### config.mk
export PLATFORM = sky130hd
export DESIGN_NAME = instr_sequencer_flat
export DESIGN_NICKNAME = d
export VERILOG_FILES = /design/src/rtl/instr_sequencer_pkg.sv /design/src/rtl/instr_sequencer_if.sv /design/src/rtl/instr_sequencer_watchdog.sv /design/src/rtl/instr_sequencer.sv /design/src/flat_wrapper.sv
export SDC_FILE = /design/constraint.sdc
export NUM_CORES = 1
export LEC_CHECK = 0
export BUFFER_PORTS_ARGS = -buffer_cell sky130_fd_sc_hd__buf_2
export CAP_MARGIN = 20
export CORE_MARGIN = 10
export CORE_UTILIZATION = 50
export CTS_CLUSTER_SIZE = 14
export DETAILED_ROUTE_END_ITERATION = 8
export PLACE_DENSITY_LB_ADDON = 0.25
export SLEW_MARGIN = 25
export SYNTH_ARGS = -nofsm -noshare
export SYNTH_HDL_FRONTEND = slang
export SYNTH_HIERARCHICAL = 1
export SYNTH_SLANG_ARGS = --single-unit
### constraint.sdc
create_clock -name s_clk -period 7.99 [get_ports s_clk]
set_input_delay 1.598 -clock s_clk [delete_from_list [all_inputs] [get_ports s_clk]]
set_output_delay 1.598 -clock s_clk [all_outputs]
set_load 0.05 [all_outputs]
### src/rtl/instr_sequencer_pkg.sv
// Shared sequencer definitions: instruction fields, opcodes, FSM states and
// the mapping from opcode to the execution unit that services it.
package cnn_ctrl_pkg;

  localparam int OPC_MSB   = 31;
  localparam int OPC_LSB   = 28;
  localparam int OPC_W     = 4;
  localparam int OPERAND_W = 28;

  localparam logic [OPC_W-1:0] OP_NOP    = 4'd0;
  localparam logic [OPC_W-1:0] OP_LOAD_W = 4'd1;
  localparam logic [OPC_W-1:0] OP_LOAD_D = 4'd2;
  localparam logic [OPC_W-1:0] OP_MAC    = 4'd3;
  localparam logic [OPC_W-1:0] OP_POOL   = 4'd4;
  localparam logic [OPC_W-1:0] OP_STORE  = 4'd5;
  localparam logic [OPC_W-1:0] OP_HALT   = 4'd15;

  typedef enum logic [2:0] {
    ST_IDLE   = 3'd0,
    ST_FETCH  = 3'd1,
    ST_DECODE = 3'd2,
    ST_EXEC   = 3'd3,
    ST_WAIT   = 3'd4,
    ST_FINISH = 3'd5
  } seq_state_e;

  typedef enum logic [1:0] {
    UNIT_NONE = 2'd0,
    UNIT_MEM  = 2'd1,
    UNIT_SA   = 2'd2,
    UNIT_POOL = 2'd3
  } unit_e;

  function automatic unit_e opcode_unit(input logic [OPC_W-1:0] opc);
    unit_e u;
    case (opc)
      OP_LOAD_W, OP_LOAD_D, OP_STORE: u = UNIT_MEM;
      OP_MAC:                         u = UNIT_SA;
      OP_POOL:                        u = UNIT_POOL;
      default:                        u = UNIT_NONE;
    endcase
    return u;
  endfunction

  function automatic logic opcode_legal(input logic [OPC_W-1:0] opc);
    logic ok;
    case (opc)
      OP_NOP, OP_LOAD_W, OP_LOAD_D, OP_MAC,
      OP_POOL, OP_STORE, OP_HALT: ok = 1'b1;
      default:                    ok = 1'b0;
    endcase
    return ok;
  endfunction

endpackage

### src/rtl/instr_sequencer_if.sv
// Instruction-memory read port plus the start/done handshakes of the three
// execution units, as seen from the sequencer (master) and the units (slave).
interface instr_sequencer_if
  import cnn_ctrl_pkg::*;
#(
  parameter int ADDR_W  = 8,
  parameter int INSTR_W = 32
);
  logic                 imem_rd_en;
  logic [ADDR_W-1:0]    imem_addr;
  logic [INSTR_W-1:0]   imem_rdata;
  logic                 mem_start;
  logic                 sa_start;
  logic                 pool_start;
  logic [OPERAND_W-1:0] cmd_operand;
  logic                 mem_done;
  logic                 sa_done;
  logic                 pool_done;

  modport master (
    output imem_rd_en, imem_addr, mem_start, sa_start, pool_start, cmd_operand,
    input  imem_rdata, mem_done, sa_done, pool_done
  );

  modport slave (
    input  imem_rd_en, imem_addr, mem_start, sa_start, pool_start, cmd_operand,
    output imem_rdata, mem_done, sa_done, pool_done
  );
endinterface

### src/rtl/instr_sequencer_watchdog.sv
// Per-instruction WAIT watchdog: counts enabled cycles since the last clear
// and flags expiry on the TIMEOUT-th enabled cycle.
module seq_watchdog #(
  parameter int TIMEOUT = 4096
) (
  input  logic clk_i,
  input  logic reset_i,
  input  logic clear_i,
  input  logic enable_i,
  output logic expired_o
);
  localparam int CW = $clog2(TIMEOUT + 1);

  logic [CW-1:0] cnt_q;
  logic [CW-1:0] cnt_d;
  logic          at_limit_s;

  assign at_limit_s = (cnt_q == CW'(TIMEOUT - 1));
  assign expired_o  = enable_i && at_limit_s;

  // Next count: clear wins, then count up, holding once the limit is reached.
  always_comb begin
    cnt_d = cnt_q;
    if (clear_i) begin
      cnt_d = {CW{1'b0}};
    end else if (enable_i && !at_limit_s) begin
      cnt_d = cnt_q + CW'(1);
    end else begin
      cnt_d = cnt_q;
    end
  end

  // Counter register.
  always_ff @(posedge clk_i) begin
    if (reset_i) begin
      cnt_q <= {CW{1'b0}};
    end else begin
      cnt_q <= cnt_d;
    end
  end
endmodule

### src/rtl/instr_sequencer.sv
// Instruction sequencer: fetches a run of instruction words, dispatches each
// to its execution unit and retires it on that unit's done pulse.
module instr_sequencer
  import cnn_ctrl_pkg::*;
#(
  parameter int ADDR_W  = 8,
  parameter int CNT_W   = 16,
  parameter int INSTR_W = 32,
  parameter int TIMEOUT = 4096
) (
  input  logic               s_clk,
  input  logic               reset,
  input  logic               start,
  input  logic [ADDR_W-1:0]  initial_instruction_address,
  input  logic [CNT_W-1:0]   number_instrs,
  instr_sequencer_if.master  bus,
  output logic               busy,
  output logic               done,
  output logic               error,
  output logic [ADDR_W-1:0]  pc,
  output logic [CNT_W-1:0]   instr_count
);

  seq_state_e         state_q, state_d;
  logic [ADDR_W-1:0]  pc_q, pc_d;
  logic [CNT_W-1:0]   cnt_q, cnt_d;
  logic [CNT_W-1:0]   num_q, num_d;
  logic [INSTR_W-1:0] ir_q, ir_d;
  logic               err_q, err_d;
  logic               busy_q, done_q, rd_en_q;
  logic               mem_start_q, sa_start_q, pool_start_q;

  logic [OPC_W-1:0]   opcode_s;
  unit_e              unit_s;
  unit_e              next_unit_s;
  logic               unit_done_s;
  logic [CNT_W-1:0]   cnt_inc_s;
  logic               last_s;
  logic               wd_clear_s, wd_enable_s, wd_expired_s;

  assign opcode_s    = ir_q[OPC_MSB:OPC_LSB];
  assign unit_s      = opcode_unit(opcode_s);
  assign next_unit_s = opcode_unit(ir_d[OPC_MSB:OPC_LSB]);
  assign cnt_inc_s   = cnt_q + CNT_W'(1);
  // A retiring HALT ends the run just like reaching the requested count.
  assign last_s      = (cnt_inc_s == num_q) || (opcode_s == OP_HALT);
  assign wd_enable_s = (state_q == ST_WAIT);
  assign wd_clear_s  = (state_q != ST_WAIT);

  seq_watchdog #(.TIMEOUT(TIMEOUT)) u_watchdog (
    .clk_i     (s_clk),
    .reset_i   (reset),
    .clear_i   (wd_clear_s),
    .enable_i  (wd_enable_s),
    .expired_o (wd_expired_s)
  );

  // Only the done of the unit the current instruction was dispatched to counts.
  always_comb begin
    unit_done_s = 1'b0;
    case (unit_s)
      UNIT_MEM:  unit_done_s = bus.mem_done;
      UNIT_SA:   unit_done_s = bus.sa_done;
      UNIT_POOL: unit_done_s = bus.pool_done;
      default:   unit_done_s = 1'b0;
    endcase
  end

  // Next-state and datapath updates.
  always_comb begin
    state_d = state_q;
    pc_d    = pc_q;
    cnt_d   = cnt_q;
    num_d   = num_q;
    ir_d    = ir_q;
    err_d   = err_q;
    case (state_q)
      ST_IDLE: begin
        if (start) begin
          pc_d    = initial_instruction_address;
          cnt_d   = {CNT_W{1'b0}};
          num_d   = number_instrs;
          err_d   = 1'b0;
          state_d = (number_instrs == {CNT_W{1'b0}}) ? ST_FINISH : ST_FETCH;
        end else begin
          state_d = ST_IDLE;
        end
      end
      ST_FETCH:  state_d = ST_DECODE;
      ST_DECODE: begin
        ir_d    = bus.imem_rdata;
        state_d = ST_EXEC;
      end
      ST_EXEC: begin
        if (!opcode_legal(opcode_s)) begin
          err_d   = 1'b1;
          state_d = ST_FINISH;
        end else if (unit_s == UNIT_NONE) begin
          cnt_d = cnt_inc_s;
          if (last_s) begin
            state_d = ST_FINISH;
          end else begin
            pc_d    = pc_q + ADDR_W'(1);
            state_d = ST_FETCH;
          end
        end else begin
          state_d = ST_WAIT;
        end
      end
      ST_WAIT: begin
        // A matching done on the expiry cycle still retires the instruction.
        if (unit_done_s) begin
          cnt_d = cnt_inc_s;
          if (last_s) begin
            state_d = ST_FINISH;
          end else begin
            pc_d    = pc_q + ADDR_W'(1);
            state_d = ST_FETCH;
          end
        end else if (wd_expired_s) begin
          err_d   = 1'b1;
          state_d = ST_FINISH;
        end else begin
          state_d = ST_WAIT;
        end
      end
      ST_FINISH: state_d = ST_IDLE;
      default:   state_d = ST_IDLE;
    endcase
  end

  // State, datapath and status/strobe outputs, the latter decoded from the next state.
  always_ff @(posedge s_clk) begin
    if (reset) begin
      state_q      <= ST_IDLE;
      pc_q         <= {ADDR_W{1'b0}};
      cnt_q        <= {CNT_W{1'b0}};
      num_q        <= {CNT_W{1'b0}};
      ir_q         <= {INSTR_W{1'b0}};
      err_q        <= 1'b0;
      busy_q       <= 1'b0;
      done_q       <= 1'b0;
      rd_en_q      <= 1'b0;
      mem_start_q  <= 1'b0;
      sa_start_q   <= 1'b0;
      pool_start_q <= 1'b0;
    end else begin
      state_q      <= state_d;
      pc_q         <= pc_d;
      cnt_q        <= cnt_d;
      num_q        <= num_d;
      ir_q         <= ir_d;
      err_q        <= err_d;
      busy_q       <= (state_d != ST_IDLE);
      done_q       <= (state_d == ST_FINISH);
      rd_en_q      <= (state_d == ST_FETCH);
      mem_start_q  <= (state_d == ST_EXEC) && (next_unit_s == UNIT_MEM);
      sa_start_q   <= (state_d == ST_EXEC) && (next_unit_s == UNIT_SA);
      pool_start_q <= (state_d == ST_EXEC) && (next_unit_s == UNIT_POOL);
    end
  end

  assign bus.imem_rd_en  = rd_en_q;
  assign bus.imem_addr   = pc_q;
  assign bus.mem_start   = mem_start_q;
  assign bus.sa_start    = sa_start_q;
  assign bus.pool_start  = pool_start_q;
  assign bus.cmd_operand = ir_q[OPERAND_W-1:0];
  assign busy            = busy_q;
  assign done            = done_q;
  assign error           = err_q;
  assign pc              = pc_q;
  assign instr_count     = cnt_q;

endmodule

### src/flat_wrapper.sv
// flat-port wrapper written by rule: the top's interface ports become plain ports
module instr_sequencer_flat import cnn_ctrl_pkg::*;
#(
  parameter int ADDR_W  = 8,
  parameter int CNT_W   = 16,
  parameter int INSTR_W = 32,
  parameter int TIMEOUT = 4096
)
  (s_clk, reset, start, initial_instruction_address, number_instrs, busy, done, error, pc, instr_count, bus_imem_rd_en, bus_imem_addr, bus_mem_start, bus_sa_start, bus_pool_start, bus_cmd_operand, bus_imem_rdata, bus_mem_done, bus_sa_done, bus_pool_done);
  instr_sequencer_if #(.ADDR_W(ADDR_W), .INSTR_W(INSTR_W)) bus_i ();
  input  logic s_clk;
  input  logic reset;
  input  logic start;
  input  logic [ADDR_W-1:0] initial_instruction_address;
  input  logic [CNT_W-1:0] number_instrs;
  output logic busy;
  output logic done;
  output logic error;
  output logic [ADDR_W-1:0] pc;
  output logic [CNT_W-1:0] instr_count;
  output wire logic [$bits(bus_i.imem_rd_en)-1:0] bus_imem_rd_en;
  output wire logic [$bits(bus_i.imem_addr)-1:0] bus_imem_addr;
  output wire logic [$bits(bus_i.mem_start)-1:0] bus_mem_start;
  output wire logic [$bits(bus_i.sa_start)-1:0] bus_sa_start;
  output wire logic [$bits(bus_i.pool_start)-1:0] bus_pool_start;
  output wire logic [$bits(bus_i.cmd_operand)-1:0] bus_cmd_operand;
  input wire logic [$bits(bus_i.imem_rdata)-1:0] bus_imem_rdata;
  input wire logic [$bits(bus_i.mem_done)-1:0] bus_mem_done;
  input wire logic [$bits(bus_i.sa_done)-1:0] bus_sa_done;
  input wire logic [$bits(bus_i.pool_done)-1:0] bus_pool_done;
  assign bus_imem_rd_en = bus_i.imem_rd_en;
  assign bus_imem_addr = bus_i.imem_addr;
  assign bus_mem_start = bus_i.mem_start;
  assign bus_sa_start = bus_i.sa_start;
  assign bus_pool_start = bus_i.pool_start;
  assign bus_cmd_operand = bus_i.cmd_operand;
  assign bus_i.imem_rdata = bus_imem_rdata;
  assign bus_i.mem_done = bus_mem_done;
  assign bus_i.sa_done = bus_sa_done;
  assign bus_i.pool_done = bus_pool_done;
  instr_sequencer #(.ADDR_W(ADDR_W), .CNT_W(CNT_W), .INSTR_W(INSTR_W), .TIMEOUT(TIMEOUT)) u_core (.s_clk(s_clk), .reset(reset), .start(start), .initial_instruction_address(initial_instruction_address), .number_instrs(number_instrs), .bus(bus_i), .busy(busy), .done(done), .error(error), .pc(pc), .instr_count(instr_count));
endmodule
==> flow_summary.json, run 1 <==
{
  "status": "complete, no violations",
  "die_area_um2": 14310,
  "cts.reportedPaths.clkPinSlew_ns": 0.10,
  "r2r_cells": 8,
  "cts_made_buffers": 9,
  "fmax_mhz": 270.9,
  "die_h_um": 119.6,
  "rsz0062_at_grt": "false",
  "nets": 768,
  "cp_max_fo": 23,
  "drive_gt1_frac": 0.2316,
  "syn_nets": 701,
  "cts.sinks": 95,
  "cts_max_level": 3,
  "setup_tns_ns": 0,
  "vias": 4729,
  "synth.most_common_cell": "nand2_1",
  "ant_nets": 0,
  "vias_per_cell": 5.623,
  "tightest_slew_ns": 0.8603,
  "synth_edf_count": 0,
  "multi_input_area_um2": 2601,
  "power_density_nw_per_um2": 212.3,
  "synth.distinct_cells": 67,
  "wl_um": 13170,
  "skew_ns": 0.01579,
  "path_class": "in2reg",
  "drt-pass1-iter-count": 7,
  "cts_buffer_depth": 2,
  "routedWlPerCell_um": 15.66,
  "regArea_um2": 1902,
  "slew_viol_final": 0,
  "hold_viol_final": 0,
  "avgSynthCellArea_um2": 7.806,
  "period_share": 0.4621,
  "initial_core_util": 0.5103,
  "cts_resized": 0,
  "gp_congestion": 0.8895,
  "required_ns": 8.19,
  "grt_pass1_wl_um": 22000,
  "die_w_um": 119.6,
  "holdBufCountCts": 0,
  "drc_errors": 0,
  "diodes": 0,
  "rows": 36,
  "leakagePower_nw": 2.215,
  "areaGrowthSynthToFinish_pct": 12.45,
  "grt.overflow.total": 0,
  "fill_cells": 956,
  "fin_crit_ns": 3.692,
  "ys.flop_type": "dfxtp_1",
  "grt_max_degree": 87,
  "slew_headroom": 0.4265,
  "async_flop_share": 0,
  "crit_path_start_kind": "input pin",
  "clk_latency_ns": 0.36,
  "yosys.area.top_type_share": 0.3831,
  "synthTopCellsByArea": "dfxtp_1, nand2_1, a21oi_1",
  "end_kind": "register",
  "crit_arrival_ns": 3.90,
  "yosysWarningCount": 6,
  "first_global_vias": 4595,
  "max-vdd-ir-drop_mv": 0.1067,
  "numPortBuffers": 128,
  "dp_hpwl_um": 9589,
  "synth_cells": 636,
  "grt_antenna_before_repair": 0,
  "core_um2": 9729,
  "synthTopCellsByCount": "nand2_1, dfxtp_1, a21oi_1",
  "syn_area_um2": 4965,
  "cts_setup_buffers": 0,
  "cts_root_buf": "clkbuf_8",
  "ios": 129,
  "max_cap_violations": 0,
  "synth_seq_cells": 95,
  "seq_area_frac_synth": 0.3831,
  "final_core_util": 0.5738,
  "whs_path_depth": 2,
  "first_iter_violations": 416,
  "yosysTopAreaCell": "dfxtp_1",
  "setup_viol_count_final": 0,
  "grtUsageTotal": 0.1788,
  "cts_tree": "done",
  "hp-class": "reg2reg"
}
==> per-layer routing <==
layer	global-route usage	share of wire	vias to the layer above
met2	0.2999	0.48	155
met5	0	0	-
met1	0.2099	0.42	2222
li1	-	-	2343
met4	0.05128	0.0098	0
met3	0.06517	0.086	9
==> power by group <==
part	leakage (nW)	switching (W)	internal, W
logic	1.33	0.000224	0.0000859
registers	0.773	0.0000317	0.000508
clock network	0.107	0.000184	0.000152
==> sequential cells by signal, summed over array words and instances (netlist names) <==
name and flops:
u_core/state_q 3, u_core/num_q 16, u_core/bus.mem_start 1, u_core/ir_q 32, u_core/busy 1, u_core/bus.imem_rd_en 1, u_core/u_watchdog/cnt_q 13, u_core/bus.imem_addr 8
u_core/instr_count 16, u_core/done 1, u_core/error 1, u_core/bus.sa_start 1, u_core/bus.pool_start 1
==> cell type report <==
| class | instances | area share |
|---|---|---|
| clock buffer | 9 | 0.02219 |
| clock inverter | 7 | 0.01524 |
| inverter | 9 | 0.006051 |
| multi-input combinational | 456 | 0.4659 |
| sequential | 95 | 0.3407 |
| tap | 133 | 0.02981 |
| timing repair buffer | 132 | 0.1201 |
==> worst paths after layout <==
check                                          endpoint  slack, ns                  start
worst max-delay path            u_core/bus.imem_addr[1]       4.30                  start
worst min register to register          u_core/ir_q[19]       0.46        u_core/ir_q[19]
worst max register to register  u_core/bus.imem_addr[1]       4.80  u_core/instr_count[0]
worst min-delay path                    u_core/ir_q[19]       0.46        u_core/ir_q[19]
==> cells in the final DEF (no fill, tap or decap), types with 8 or more instances in the layout <==
cell      netlist  routed
nand3b_1       11      11
or3_1          12      12
inv_1           9       9
clkbuf_8        0       9
nand2_1       115     115
dfxtp_1        95      95
nor2_1         32      32
buf_2           4     128
nand3_1        20      20
xor2_1         11      11
xnor2_1        11      11
o21ai_0        23      23
nor4_1          8       8
a21oi_1        86      86
nand4_1         8       8
nor3_1         22      21
==> stage by stage <==
| stage | area (um2) | setup slack (ns) | hold slack [ns] | power [W] | std cells |
|---|---|---|---|---|---|
| after global routing | 5583 | 4.113 | 0.4818 | 0.001245 | 841 |
| after detailed placement | 5374 | 3.933 | 0.4438 | 0.0008604 | 825 |
| after CTS | 5583 | 4.312 | 0.4572 | 0.001197 | 841 |
| final | 5583 | 4.298 | 0.4566 | 0.001185 | 841 |
| after global placement | 5374 | 3.987 | 0.4391 | 0.0008533 | 825 |
| after floorplan | 4965 | 4.578 | 0.4367 | 0.0008033 | 636 |
==> cell families after synthesis <==
kind of cell,share of synthesized area
flops,0.3831
compound gates,0.1890
buf+inv,0.09501
simple gates,0.2805
fa+ha+maj,0.007561
mux,0.006049
xor+xnor,0.03881
==> worst max-delay path, stage by stage <==
cell	delay [ns]
buf_2	0.09
nand2_1	0.08
or3_1	0.65
a2111o_1	0.74
nand2b_1	0.37
o21ai_0	0.23
a311oi_1	0.12
Note: power is estimated with default switching activity, not from simulation.
==> run 2: changes to the inputs <==
clock period = 3.5 ns   (was 7.99 ns; I/O delays follow)
==> run 2 against run 1 <==
Critical path type is now reg2reg. Largest cell class unchanged. Sequential share of layout area is 0.24 points lower. Worst hold slack improved by 0.0014 ns. Non-clock buffer count rose by 3. Die area did not move. Combinational power grew 130%. Power up 130%. Highest routed layer unchanged. Via count up 0.57%. Routed wire length rose by 2.1%. Core utilization grew 0.40 points.
==> flow_summary.json, run 2 (synthesis results as in run 1) <==
{
  "ios": 129,
  "grtUsageTotal": 0.1812,
  "drive_gt1_frac": 0.2349,
  "tightest_slew_ns": 0.8162,
  "status": "complete, no violations",
  "end_kind": "register",
  "cts_made_buffers": 9,
  "cts.sinks": 95,
  "cts_root_buf": "clkbuf_8",
  "power_density_nw_per_um2": 489.7,
  "layout_commonest_cell": "buf_2",
  "grt_max_degree": 36,
  "diodes": 0,
  "max-vdd-ir-drop_mv": 0.2514,
  "grt_antenna_before_repair": 0,
  "setup_viol_count_final": 0,
  "holdBufCountCts": 0,
  "gp_congestion": 0.9312,
  "clk_latency_ns": 0.36,
  "cp_max_fo": 8,
  "grt_pass1_wl_um": 22240,
  "slew_viol_final": 0,
  "die_h_um": 119.6,
  "fmax_mhz": 317.8,
  "wl_um": 13440,
  "setup_tns_ns": 0,
  "first_global_vias": 4659,
  "die_area_um2": 14310,
  "hold_viol_final": 0,
  "layout_setup_ws_ns": 0.3529,
  "slew_headroom": 0.4529,
  "vias_per_cell": 5.635,
  "path_class": "reg2reg",
  "initial_core_util": 0.5103,
  "leakagePower_nw": 2.228,
  "dp_hpwl_um": 10100,
  "cts_tree": "done",
  "routedWlPerCell_um": 15.93,
  "vias": 4756,
  "skew_ns": 0.01233,
  "period_share": 0.8992,
  "cts.reportedPaths.clkPinSlew_ns": 0.10,
  "crit_arrival_ns": 3.37,
  "cts_max_level": 3,
  "final_cell_mix": "buf_2, nand2_1, dfxtp_1",
  "rows": 36,
  "max_cap_violations": 0,
  "hp-class": "reg2reg",
  "nets": 771,
  "ant_nets": 0,
  "place_ws_ns": 0.4315,
  "drt-pass1-iter-count": 5,
  "power_w": 0.002753,
  "core_um2": 9729,
  "fin_crit_ns": 3.147,
  "cts_setup_buffers": 0,
  "die_w_um": 119.6,
  "areaGrowthSynthToFinish_pct": 13.23,
  "regMostFlops": "u_core/ir_q",
  "drc_errors": 0,
  "rsz0062_at_grt": "false",
  "cts_resized": 0,
  "largest_reg_flops": 32,
  "crit_path_start_kind": "register",
  "first_iter_violations": 314,
  "grt.overflow.total": 0,
  "required_ns": 3.73,
  "cts_buffer_depth": 2,
  "numPortBuffers": 128
}
[run 2: cell count changes in the layout (fill, tap and decap cells not counted)]
cell / before / now
clkinvlp_4: 0 / 2
bufinv_16: 1 / 2
inv_8: 1 / 0
inv_6: 4 / 3
buf_4: 4 / 7
clkinv_4: 1 / 0
[run 2: where the power goes]
part	internal, W	leakage, nW	switching, W	total [W]
clock network	0.000410	0.107	0.000397	0.000807
registers	0.00116	0.773	0.0000713	0.00123
logic	0.000200	1.35	0.000517	0.000716
total	0.00177	2.23	0.000984	0.00275
[run 2: final timing paths]
kind | start | end | slack, ns | depth (start not counted)
worst min-delay path | u_core/ir_q[11] | u_core/ir_q[11] | 0.46 | 2
worst max register to register | u_core/instr_count[0] | u_core/bus.imem_addr[0] | 0.35 | 8
worst min register to register | u_core/ir_q[11] | u_core/ir_q[11] | 0.46 | 2
worst max-delay path | u_core/instr_count[0] | u_core/bus.imem_addr[0] | 0.35 | 8
[run 2: cell type report]
type,count,area [um2]
inverters,9,33.78
fillers,954,4108
clock inverters,7,101.3
well taps,133,166.4
repair buffers,135,693.2
multi-input cells,456,2601
clock buffers,9,123.9
flip-flops and latches,95,1902
[run 2: routing by layer]
layer | vias to the layer above | global-route usage | share of wire
li1 | 2346 | - | -
met1 | 2257 | 0.2092 | 0.41
met2 | 140 | 0.3160 | 0.50
met3 | 13 | 0.06235 | 0.079
met4 | 0 | 0.04072 | 0.012
met5 | - | 0 | 0
[run 2: critical path: stages, from the launching register on]
cell      delay [ns]
dfxtp_1         0.49
ha_1            0.33
nand4_1         0.25
nor3_1          0.62
xnor2_1         0.20
nand3_1         0.20
or4_4           0.56
a21oi_4         0.26
a221oi_1        0.13
[run 2: metrics by stage]
stage | instance area, um2 | cells | utilization | hold WS [ns]
6_report | 5622 | 844 | 0.5778 | 0.4580
5_1_grt | 5622 | 844 | 0.5778 | 0.4806
4_1_cts | 5622 | 844 | 0.5778 | 0.4579
3_5_place_dp | 5396 | 828 | 0.5547 | 0.4432
3_3_place_gp | 5396 | 828 | 0.5547 | 0.4394
2_1_floorplan | 4965 | 636 | - | 0.4367
